**src/rtl/sr_pkg.sv**
```systemverilog
// rtl/sr_pkg.sv - shared constants, FSM states and per-channel recovery math for scene_recovery_sr
//
// Purpose : constants for the scene-radiance recovery stage, the FSM state
//           enum, and the per-channel J = A + (I - A) * recip clamp function.
// Ports   : none (package).
// Config  : SR_RECIP_CACHE_EN is consumed by scene_recovery_sr, not here.

package sr_pkg;

  localparam int PIX_W      = 8;
  localparam int T_W        = 14;
  localparam int RECIP_W    = 14;
  localparam int RECIP_FRAC = 12;
  localparam int DIV_STEPS  = 14;
  localparam int CNT_W      = $clog2(DIV_STEPS);

  localparam logic [T_W-1:0] T0  = 14'd5734;
  localparam logic [T_W-1:0] ONE = 14'd16383;

  localparam logic [26:0] DIVIDEND = 27'd1 << 26;

  // t_c >= T0 > 2^12, so the upper 13 quotient bits of 2^26 / t_c are always
  // zero. The divider starts with those dividend bits already folded into the
  // remainder and only iterates over the low DIV_STEPS bits.
  localparam logic [T_W-1:0] DIV_REM_INIT = T_W'(DIVIDEND >> DIV_STEPS);

  typedef enum logic [1:0] {
    IDLE = 2'd0,
    DIV  = 2'd1,
    MUL  = 2'd2,
    OUT  = 2'd3
  } sr_state_e;

  // out = clamp(A + floor((I - A) * recip / 2^RECIP_FRAC), 0, 255)
  function automatic logic [PIX_W-1:0] recover_chan(
    input logic [PIX_W-1:0]   i,
    input logic [PIX_W-1:0]   a,
    input logic [RECIP_W-1:0] recip
  );
    logic signed [8:0]  d;
    logic signed [23:0] p;
    logic signed [23:0] q;
    logic signed [10:0] s;
    logic [PIX_W-1:0]   r;
    d = $signed({1'b0, i}) - $signed({1'b0, a});
    p = 24'(d) * 24'($signed({1'b0, recip}));
    q = p >>> RECIP_FRAC;
    // |q| <= 255 * 11703 / 4096 < 729, so 11 signed bits hold it exactly
    s = $signed({3'b000, a}) + $signed(q[10:0]);
    if (s < 11'sd0) begin
      r = '0;
    end else if (s > 11'sd255) begin
      r = 8'hFF;
    end else begin
      r = s[7:0];
    end
    return r;
  endfunction

endpackage

```
**src/rtl/sr_recip_div.sv**
```systemverilog
// rtl/sr_recip_div.sv - iterative restoring divider producing floor(2^26 / divisor)
//
// Purpose : one quotient bit per cycle, DIV_STEPS cycles after start.
// Ports   : clk, rst       clock, asynchronous active-high reset
//           start_i        load divisor_i and begin (ignored while busy)
//           divisor_i      14-bit divisor, must be >= T0
//           busy_o         iteration in progress
//           done_o         final quotient bit is computed this cycle; quot_o
//                          is complete from the next cycle on
//           quot_o         14-bit quotient (unsigned Q2.12 reciprocal)

module sr_recip_div
  import sr_pkg::*;
(
  input  logic               clk,
  input  logic               rst,
  input  logic               start_i,
  input  logic [T_W-1:0]     divisor_i,
  output logic               busy_o,
  output logic               done_o,
  output logic [RECIP_W-1:0] quot_o
);

  logic [T_W-1:0]     divisor_q, divisor_d;
  logic [T_W-1:0]     rem_q, rem_d;
  logic [RECIP_W-1:0] quot_q, quot_d;
  logic [CNT_W-1:0]   cnt_q, cnt_d;
  logic               busy_q, busy_d;

  logic [T_W:0]       trial;
  logic [T_W:0]       trial_sub;
  logic               ge;
  logic               last_step;

  // Remainder stays below divisor (< 2^14), so the shifted trial fits in 15 bits.
  assign trial     = {rem_q, 1'b0};
  assign ge        = trial >= {1'b0, divisor_q};
  assign trial_sub = trial - {1'b0, divisor_q};
  assign last_step = busy_q && (cnt_q == CNT_W'(DIV_STEPS - 1));

  always_comb begin
    divisor_d = divisor_q;
    rem_d     = rem_q;
    quot_d    = quot_q;
    cnt_d     = cnt_q;
    busy_d    = busy_q;
    if (start_i && !busy_q) begin
      divisor_d = divisor_i;
      rem_d     = DIV_REM_INIT;
      quot_d    = '0;
      cnt_d     = '0;
      busy_d    = 1'b1;
    end else if (busy_q) begin
      rem_d  = ge ? trial_sub[T_W-1:0] : trial[T_W-1:0];
      quot_d = {quot_q[RECIP_W-2:0], ge};
      cnt_d  = cnt_q + 1'b1;
      if (last_step) begin
        busy_d = 1'b0;
      end
    end
  end

  always_ff @(posedge clk or posedge rst) begin
    if (rst) begin
      divisor_q <= '0;
      rem_q     <= '0;
      quot_q    <= '0;
      cnt_q     <= '0;
      busy_q    <= 1'b0;
    end else begin
      divisor_q <= divisor_d;
      rem_q     <= rem_d;
      quot_q    <= quot_d;
      cnt_q     <= cnt_d;
      busy_q    <= busy_d;
    end
  end

  assign busy_o = busy_q;
  assign done_o = last_step;
  assign quot_o = quot_q;

endmodule

```
**src/rtl/scene_recovery_sr.sv**
```systemverilog
// rtl/scene_recovery_sr.sv - scene radiance recovery J = A + (I - A) / t, last dehaze stage
//
// Purpose : accepts a hazy pixel, its atmospheric light and a Q0.14
//           transmission, computes 1/t with an iterative divider, then one
//           multiply/clamp cycle, and presents the recovered pixel.
// Ports   : clk, rst                 clock, asynchronous active-high reset
//           in_valid / in_ready      input handshake
//           pix_r/g/b, atm_r/g/b     I and A, 8 bits per channel
//           t_in                     transmission Q0.14, clamped up to T0
//           out_valid / out_ready    output handshake
//           out_r/g/b                recovered pixel, held while out_valid
// Config  : SR_RECIP_CACHE_EN - reuse the last reciprocal when t repeats,
//           skipping the divider (2-edge latency instead of 15).

module scene_recovery_sr
  import sr_pkg::*;
(
  input  logic             clk,
  input  logic             rst,
  input  logic             in_valid,
  output logic             in_ready,
  input  logic [PIX_W-1:0] pix_r,
  input  logic [PIX_W-1:0] pix_g,
  input  logic [PIX_W-1:0] pix_b,
  input  logic [PIX_W-1:0] atm_r,
  input  logic [PIX_W-1:0] atm_g,
  input  logic [PIX_W-1:0] atm_b,
  input  logic [T_W-1:0]   t_in,
  output logic             out_valid,
  input  logic             out_ready,
  output logic [PIX_W-1:0] out_r,
  output logic [PIX_W-1:0] out_g,
  output logic [PIX_W-1:0] out_b
);

  sr_state_e state_q, state_d;

  logic [2:0][PIX_W-1:0] i_q;
  logic [2:0][PIX_W-1:0] a_q;
  logic [2:0][PIX_W-1:0] out_q, out_d;
  logic                  out_valid_q, out_valid_d;

  logic [T_W-1:0]     t_c;
  logic               accept;
  logic               cache_hit;
  logic               mul_fire;
  logic               div_start;
  logic               div_busy;
  logic               div_done;
  logic [RECIP_W-1:0] div_quot;
  logic [RECIP_W-1:0] recip_mul;

  assign t_c      = (t_in < T0) ? T0 : t_in;
  // Both terms are registered, so in_valid never reaches in_ready.
  assign in_ready = (state_q == IDLE) && !div_busy;
  assign accept   = in_valid && in_ready;

`ifdef SR_RECIP_CACHE_EN
  logic [T_W-1:0]     t_q;
  logic [T_W-1:0]     last_t_q;
  logic [RECIP_W-1:0] last_recip_q;
  logic [RECIP_W-1:0] recip_q;
  logic               cache_valid_q;
  logic               hit_q;
  logic               load_q;

  assign cache_hit = cache_valid_q && (t_c == last_t_q);
  // On a hit the first MUL cycle only registers the cached reciprocal; the
  // multiply happens on the second, giving the 2-edge hit latency.
  assign mul_fire  = (state_q == MUL) && !load_q;
  assign recip_mul = hit_q ? recip_q : div_quot;

  always_ff @(posedge clk or posedge rst) begin
    if (rst) begin
      t_q           <= '0;
      last_t_q      <= '0;
      last_recip_q  <= '0;
      recip_q       <= '0;
      cache_valid_q <= 1'b0;
      hit_q         <= 1'b0;
      load_q        <= 1'b0;
    end else begin
      if (accept) begin
        t_q    <= t_c;
        hit_q  <= cache_hit;
        load_q <= cache_hit;
      end
      if ((state_q == MUL) && load_q) begin
        recip_q <= last_recip_q;
        load_q  <= 1'b0;
      end
      if (mul_fire && !hit_q) begin
        last_t_q      <= t_q;
        last_recip_q  <= div_quot;
        cache_valid_q <= 1'b1;
      end
    end
  end
`else
  assign cache_hit = 1'b0;
  assign mul_fire  = (state_q == MUL);
  assign recip_mul = div_quot;
`endif

  assign div_start = accept && !cache_hit;

  sr_recip_div u_recip_div (
    .clk       (clk),
    .rst       (rst),
    .start_i   (div_start),
    .divisor_i (t_c),
    .busy_o    (div_busy),
    .done_o    (div_done),
    .quot_o    (div_quot)
  );

  always_ff @(posedge clk or posedge rst) begin
    if (rst) begin
      i_q <= '0;
      a_q <= '0;
    end else if (accept) begin
      i_q <= {pix_b, pix_g, pix_r};
      a_q <= {atm_b, atm_g, atm_r};
    end
  end

  always_comb begin
    state_d     = state_q;
    out_valid_d = out_valid_q;
    out_d       = out_q;
    case (state_q)
      IDLE: begin
        if (accept) begin
          state_d = cache_hit ? MUL : DIV;
        end
      end
      DIV: begin
        if (div_done) begin
          state_d = MUL;
        end
      end
      MUL: begin
        if (mul_fire) begin
          state_d     = OUT;
          out_valid_d = 1'b1;
          for (int c = 0; c < 3; c++) begin
            out_d[c] = recover_chan(i_q[c], a_q[c], recip_mul);
          end
        end
      end
      OUT: begin
        if (out_ready) begin
          state_d     = IDLE;
          out_valid_d = 1'b0;
        end
      end
      default: begin
        state_d = IDLE;
      end
    endcase
  end

  always_ff @(posedge clk or posedge rst) begin
    if (rst) begin
      state_q     <= IDLE;
      out_valid_q <= 1'b0;
      out_q       <= '0;
    end else begin
      state_q     <= state_d;
      out_valid_q <= out_valid_d;
      out_q       <= out_d;
    end
  end

  assign out_valid = out_valid_q;
  assign out_r     = out_q[0];
  assign out_g     = out_q[1];
  assign out_b     = out_q[2];

endmodule

```
**config.mk**
```make
export PLATFORM = sky130hd
export DESIGN_NAME = scene_recovery_sr
export DESIGN_NICKNAME = d
export VERILOG_FILES = /design/src/rtl/sr_pkg.sv /design/src/rtl/sr_recip_div.sv /design/src/rtl/scene_recovery_sr.sv
export SDC_FILE = /design/constraint.sdc
export NUM_CORES = 1
export LEC_CHECK = 0
export CAP_MARGIN = 20
export CORE_ASPECT_RATIO = 1.5
export CORE_MARGIN = 2
export CORE_UTILIZATION = 60
export CTS_CLUSTER_DIAMETER = 60
export CTS_CLUSTER_SIZE = 12
export DETAILED_ROUTE_END_ITERATION = 6
export PLACE_DENSITY = 0.88
export SETUP_SLACK_MARGIN = 0.2
export SYNTH_ARGS = -nofsm -noshare
export SYNTH_HDL_FRONTEND = slang
export SYNTH_HIERARCHICAL = 1
export SYNTH_SLANG_ARGS = --single-unit
```
**constraint.sdc**
```tcl
create_clock -name clk -period 12.1 [get_ports clk]
set_input_delay 2.42 -clock clk [delete_from_list [all_inputs] [get_ports clk]]
set_output_delay 2.42 -clock clk [all_outputs]
set_load 0.01 [all_outputs]
```
==> flow_summary.json <==
{
  "fin_crit_ps": 9560,
  "cp-start-kind": "flip-flop",
  "nets": 2803,
  "final_common_cell": "inv_1",
  "grt_pass1_wl_um": 83900,
  "die_h_um": 226,
  "cp.arrival_ps": 9880,
  "cts_buffers": 17,
  "multi_input_area_um2": 15300,
  "maxCapViolations": 0,
  "ios": 92,
  "timing.fmax_mhz": 105,
  "dr_total_vias": 16100,
  "critPathKind": "flip-flop to flip-flop",
  "reg2regPathDepth": 33,
  "viasPerCell": 6.06,
  "synth-seq-cells": 122,
  "clock_skew_ps": 9.86,
  "syn_inst": 2180,
  "path_clk_slew_ps": 60,
  "post_cts_buffers": 0,
  "cp_slowest_cell": "xnor2_1",
  "overflow": 0,
  "finalCritPeriodShare": 0.790,
  "clk_latency_ps": 440,
  "critPathMaxFanout": 14,
  "wire_per_inst_um": 18.6,
  "diodes": 0,
  "design.die.area_um2": 34500,
  "seqCellArea_um2": 3050,
  "slowest_delay_ps": 780,
  "postSynthAreaPerCell_um2": 9.08,
  "met2_usage": 0.540,
  "antenna_left": 0,
  "grt_pass1_vias": 17700,
  "drt-total-wl_um": 49700,
  "layout_common_cells": "inv_1 (283), fa_1 (259), ha_1 (243)",
  "clockRootBuffer": "clkbuf_16",
  "cts_tree": "yes",
  "maxSlewViolCount": 0,
  "syn_area_um2": 19800,
  "start_util": 0.608,
  "synthArstFlopShare": 1.00,
  "tns_ps": 0,
  "status": "complete, no violations",
  "io_buffer_count": 91,
  "drt_iter0_drc": 964,
  "clk_path_buf_depth": 2,
  "syn_to_final_growth_pct": 10.1,
  "synth_edf_count": 0,
  "synth_cell_types": 96,
  "grt_antenna_before_repair": 0,
  "ctsHoldBuffers": 0,
  "hold_viol": 0,
  "grt.busiest_layer": "met2",
  "fillCellCount": 2304,
  "grt_max_degree": 96,
  "endpoint_kind": "flip-flop",
  "ctsResizeCount": 0,
  "required_ps": 12420,
  "maxSlewHeadroom": 0.242,
  "crit_path_frequent_cell": "fa_1",
  "met3_usage": 0.0382,
  "die_x_um": 152,
  "hp-class": "flip-flop to flip-flop",
  "track_usage": 0.300,
  "worst_slew_pin_slew_ps": 1140,
  "drive_gt1_frac": 0.0547,
  "htree_levels": 4,
  "grtUsageMet1": 0.342,
  "yosys_warnings": 6,
  "core_um2": 32500,
  "drc": 0,
  "synth_flop_cell": "dfrtp_1",
  "ys_seq_area_frac": 0.154,
  "firstDrtPassIters": 6,
  "clock-sinks": 122,
  "dp_hpwl_um": 37800,
  "num_rows": 81,
  "rsz0062_at_grt": "no",
  "gp_congestion": 0.928,
  "setup_viol": 0,
  "min_path_cells": 2,
  "synth_nets": 2748
}
Yosys cell counts, drive strengths merged, types with 4 or more instances:
cell type / number / share of area
inv: 287 / 0.054
fa: 259 / 0.26
ha: 243 / 0.15
nand2: 239 / 0.045
and2: 181 / 0.057
dfrtp: 122 / 0.15
nor2: 102 / 0.019
o21ai: 99 / 0.025
nand2b: 94 / 0.030
clkbuf: 83 / 0.016
a21oi: 57 / 0.015
xnor2: 46 / 0.021
a21o: 31 / 0.012
xor2: 26 / 0.012
nor3: 25 / 0.0066
nor2b: 23 / 0.0073
a211oi: 22 / 0.0091
nand3: 19 / 0.0048
o21a: 15 / 0.0061
or2: 14 / 0.0044
a31oi: 13 / 0.0041
or3: 12 / 0.0038
nand3b: 10 / 0.0038
nor3b: 10 / 0.0038
o211ai: 10 / 0.0040
a21boi: 9 / 0.0036
and3: 8 / 0.0025
mux2i: 8 / 0.0042
a22o: 7 / 0.0031
a221o: 6 / 0.0030
buf: 6 / 0.0021
nand4: 6 / 0.0019
o221a: 6 / 0.0034
o31ai: 6 / 0.0025
o311ai: 5 / 0.0037
a2111oi: 4 / 0.0018
a31o: 4 / 0.0018
and4: 4 / 0.0018
nand4b: 4 / 0.0021
o211a: 4 / 0.0020
layer usage:
| metal | wire length, µm | vias to the layer above | share of wire |
|---|---|---|---|
| li1 | - | 7209 | - |
| met1 | 18500 | 8034 | 0.37 |
| met2 | 26000 | 662 | 0.52 |
| met3 | 2450 | 225 | 0.049 |
| met4 | 2700 | 0 | 0.054 |
| met5 | 0 | - | 0 |
state kept, by name (all words and copies together) (netlist names):
| name | flops |
|---|---|
| out_valid | 1 |
| u_recip_div/divisor_q | 14 |
| out_r | 8 |
| out_b | 8 |
| out_g | 8 |
| u_recip_div/cnt_q | 4 |
| a_q | 24 |
| u_recip_div/busy_o | 1 |
| i_q | 24 |
| u_recip_div/quot_o | 14 |
| state_q | 2 |
| u_recip_div/rem_q | 14 |
worst paths after layout:
check	slack (ps)	endpoint	start
setup / recovery	2540	out_b[5]$_DFFE_PP0P_	a_q[17]$_DFFE_PP0P_
hold / removal	490	i_q[20]$_DFFE_PP0P_	i_q[20]$_DFFE_PP0P_
setup reg to reg	2540	out_b[5]$_DFFE_PP0P_	a_q[17]$_DFFE_PP0P_
hold reg to reg	490	i_q[20]$_DFFE_PP0P_	i_q[20]$_DFFE_PP0P_
max in group asynchronous	8730	i_q[21]$_DFFE_PP0P_	rst
min in group asynchronous	2490	u_recip_div/rem_q[0]$_DFFE_PP0P_	rst
kinds of logic after synthesis:
family	Yosys count	share of synthesized area
AND/OR/NAND/NOR	764	0.201
AO/OA/AOI/OAI	334	0.118
adder cells (fa/ha/maj)	502	0.416
multiplexers	10	0.00537
XOR/XNOR	72	0.0330
buffers and inverters	376	0.0723
flip-flops	122	0.154
worst max-delay path, delay by kind of cell, from the launching register on:
| family | cells | cell delay (ps) |
|---|---|---|
| adder cells (fa/ha/maj) | 8 | 3560 |
| AO/OA/AOI/OAI | 11 | 2790 |
| AND/OR/NAND/NOR | 6 | 1010 |
| XOR/XNOR | 2 | 990 |
| multiplexers | 2 | 420 |
| flip-flops | 1 | 400 |
| buffers and inverters | 4 | 260 |
area by class of cell:
cell class / count / area share
clock buffer: 18 / 0.0197
clock inverter: 14 / 0.00971
inverter: 287 / 0.0495
multi-input combinational: 1682 / 0.702
sequential: 122 / 0.140
tap: 415 / 0.0238
timing repair buffer: 125 / 0.0546
through the flow:
stage	setup slack, ps	util	std cells	hold WS, ps	instance area, µm²
2_1_floorplan	3700	-	2180	452	19800
3_3_place_gp	3160	0.649	2629	473	21100
3_5_place_dp	2730	0.649	2629	472	21100
4_1_cts	2610	0.668	2661	489	21700
5_1_grt	1920	0.670	2663	513	21800
6_report	2540	0.670	2663	488	21800
Power is left out: the tool's default activity adds up to more than one toggle a clock period on the data nets, which glitch-free logic cannot reach.
==> RTL change: new RTL, config.mk and constraints unchanged <==
Change the package constant `DIV_STEPS` from 14 to 13.
--- a/src/rtl/sr_pkg.sv
+++ b/src/rtl/sr_pkg.sv
@@ -12,5 +12,5 @@
   localparam int RECIP_W    = 14;
   localparam int RECIP_FRAC = 12;
-  localparam int DIV_STEPS  = 14;
+  localparam int DIV_STEPS  = 13;
   localparam int CNT_W      = $clog2(DIV_STEPS);
 
Formal check against the unedited RTL: same outputs for any inputs over 10 cycles, from zero or initial values and one cycle with rst high; that may be too few to reach the edited logic, so the function may still have changed.
==> RTL change against the unedited design <==
- routed wire length is 2.0% higher
- count of clock-buffer cells in the layout increased by 1
- die area grew 0.47%
- sequential share of layout area barely moved
- synthesized area is 0.48% higher
- final area is 0.16% higher
- sequential cell count unchanged
- worst setup slack gained 0.052 ns
- synthesized cell count stayed put
Power is not shown: default switching activity piles up to over one toggle a cycle in this logic, so the estimate is an artifact.
==> RTL change: results (changes against the unedited design) <==
.. list-table::
   :header-rows: 1

   * - Metric
     - Value
   * - Leading cell types by count after synthesis
     - 287 x inv_1, 259 x fa_1, 243 x ha_1 (was 286 x inv_1, 259 x fa_1, 243 x ha_1)
   * - Largest registers
     - a_q (24), i_q (24) (unchanged)
   * - Starting DRT DRC Count
     - 1201 (was 964)
   * - Max-slew headroom at the worst pin
     - 23.2% (was 24.2%)
   * - Worst reg2reg setup slack
     - 2.59 ns (was 2.54 ns)
   * - Flip-flop cell with the highest count after synthesis
     - dfrtp_1 (unchanged)
   * - Global routing usage summed across all routing layers
     - 30.2% (was 30.0%)
   * - RePlAce Congestion
     - 0.927 (was 0.928)
   * - Netlist cell types
     - 101 (was 96)
   * - Pin count of the biggest net entering global routing
     - 76 (was 96)
   * - Met2 routed wirelength
     - 26.4 mm (was 26.0 mm)
   * - Antenna violations before repair
     - 2 (was 0)
   * - Total half-perimeter wirelength after legalization and detailed placement
     - 38.1 mm (was 37.8 mm)
   * - Total placed cells including tap cells
     - 2634 (was 2629)
   * - Sequential fraction of the synthesis area
     - 15.4% (about the same)
   * - Outcome
     - finished, final reports clean (unchanged)
   * - Number of vias per cell after detailed routing
     - 6.08 (was 6.06)
   * - Critical Path AT
     - 9.83 ns (was 9.88 ns)
   * - Area share of xor/xnor cells in the synthesized design
     - 3.29% (was 3.30%)
   * - Met3 routed WL
     - 3.13 mm (was 2.45 mm)
   * - Setup slack after placement
     - 2.91 ns (was 2.73 ns)
   * - Share of synthesized cell area in full adder, half adder and majority cells
     - 41.4% (was 41.6%)
   * - Post-DR wirelength/cell
     - 19.0 um (was 18.6 um)
   * - Final period utilization
     - 78.6% (was 79.0%)
   * - Largest stage delay on the critical path
     - 0.80 ns (was 0.78 ns)
   * - Clock edge transition at the registers on the reported setup and hold paths
     - 0.06 ns (about the same)
   * - Top cells by area, synth
     - fa_1 26%, dfrtp_1 15%, ha_1 15%, and2_1 5.7%, inv_1 5.4% (unchanged)
   * - Maximum clock skew at final layout
     - 0.00780 ns (was 0.00986 ns)
   * - First-pass GRT wire length
     - 84.2 mm (was 83.9 mm)
   * - Maximum fanout count along the critical path
     - 14 (unchanged)
   * - Worst hold margin
     - 0.491 ns (was 0.488 ns)
   * - Fraction of layout cells with a size suffix above 1
     - 5.91% (was 5.47%)
   * - Number of detailed-route iterations in the first pass
     - 5 (was 6)
   * - Mux cell area share after synthesis
     - 0.585% (was 0.537%)
   * - Vias in the first global route
     - 17768 (was 17680)
   * - Layout net count
     - 2807 (was 2803)
   * - Detailed-route via count
     - 16224 (was 16130)
   * - Synthesized-area fraction occupied by ao, oa, aoi and oai cells
     - 12.2% (was 11.8%)
==> RTL change: changes by cell type after synthesis, moves of 3 or more <==
cell      before  now
a21oi_1       55   50
clkbuf_1      83   80
nand2b_1      93   96
nor2_1       101   96
nor2b_1       23   20
nor3b_1       10    6
o21ai_0       70   87
o21ai_1       28    5
o311ai_0       1    4
o31ai_1        5    8
==> RTL change: per-stage QoR <==
step	cell area [um^2]	utilization, %
floorplan	19900	-
global placement	21200	65.0
detailed placement	21200	65.0
CTS	21800	66.8
global route	21800	66.9
finish	21800	66.9
==> RTL change: layout make-up <==
| type | instances | area, um^2 |
|---|---|---|
| Multi-Input combinational cell | 1681 | 15400 |
| Inverter | 288 | 1080 |
| Tap cell | 415 | 519 |
| Antenna cell | 2 | 5.00 |
| Clock inverter | 13 | 143 |
| Sequential cell | 122 | 3050 |
| Fill cell | 2414 | 10800 |
| Timing Repair Buffer | 129 | 1210 |
| Clock buffer | 19 | 443 |
==> RTL change: path summary, 6_finish.rpt <==
path | startpoint | end | cells after the start
min in group asynchronous | rst | u_recip_div/divisor_q[10]$_DFFE_PP0P_ | 2
max | a_q[17]$_DFFE_PP0P_ | out_b[3]$_DFFE_PP0P_ | 33
max reg2reg | a_q[17]$_DFFE_PP0P_ | out_b[3]$_DFFE_PP0P_ | 33
min reg2reg | i_q[4]$_DFFE_PP0P_ | i_q[4]$_DFFE_PP0P_ | 2
min | i_q[4]$_DFFE_PP0P_ | i_q[4]$_DFFE_PP0P_ | 2
max in group asynchronous | rst | i_q[23]$_DFFE_PP0P_ | 3
==> RTL change: layer usage <==
metal,GRT usage [%],up-vias
met4,17.4,0
met5,0,-
met2,55.8,749
met1,33.7,7987
met3,3.60,254
li1,-,7234
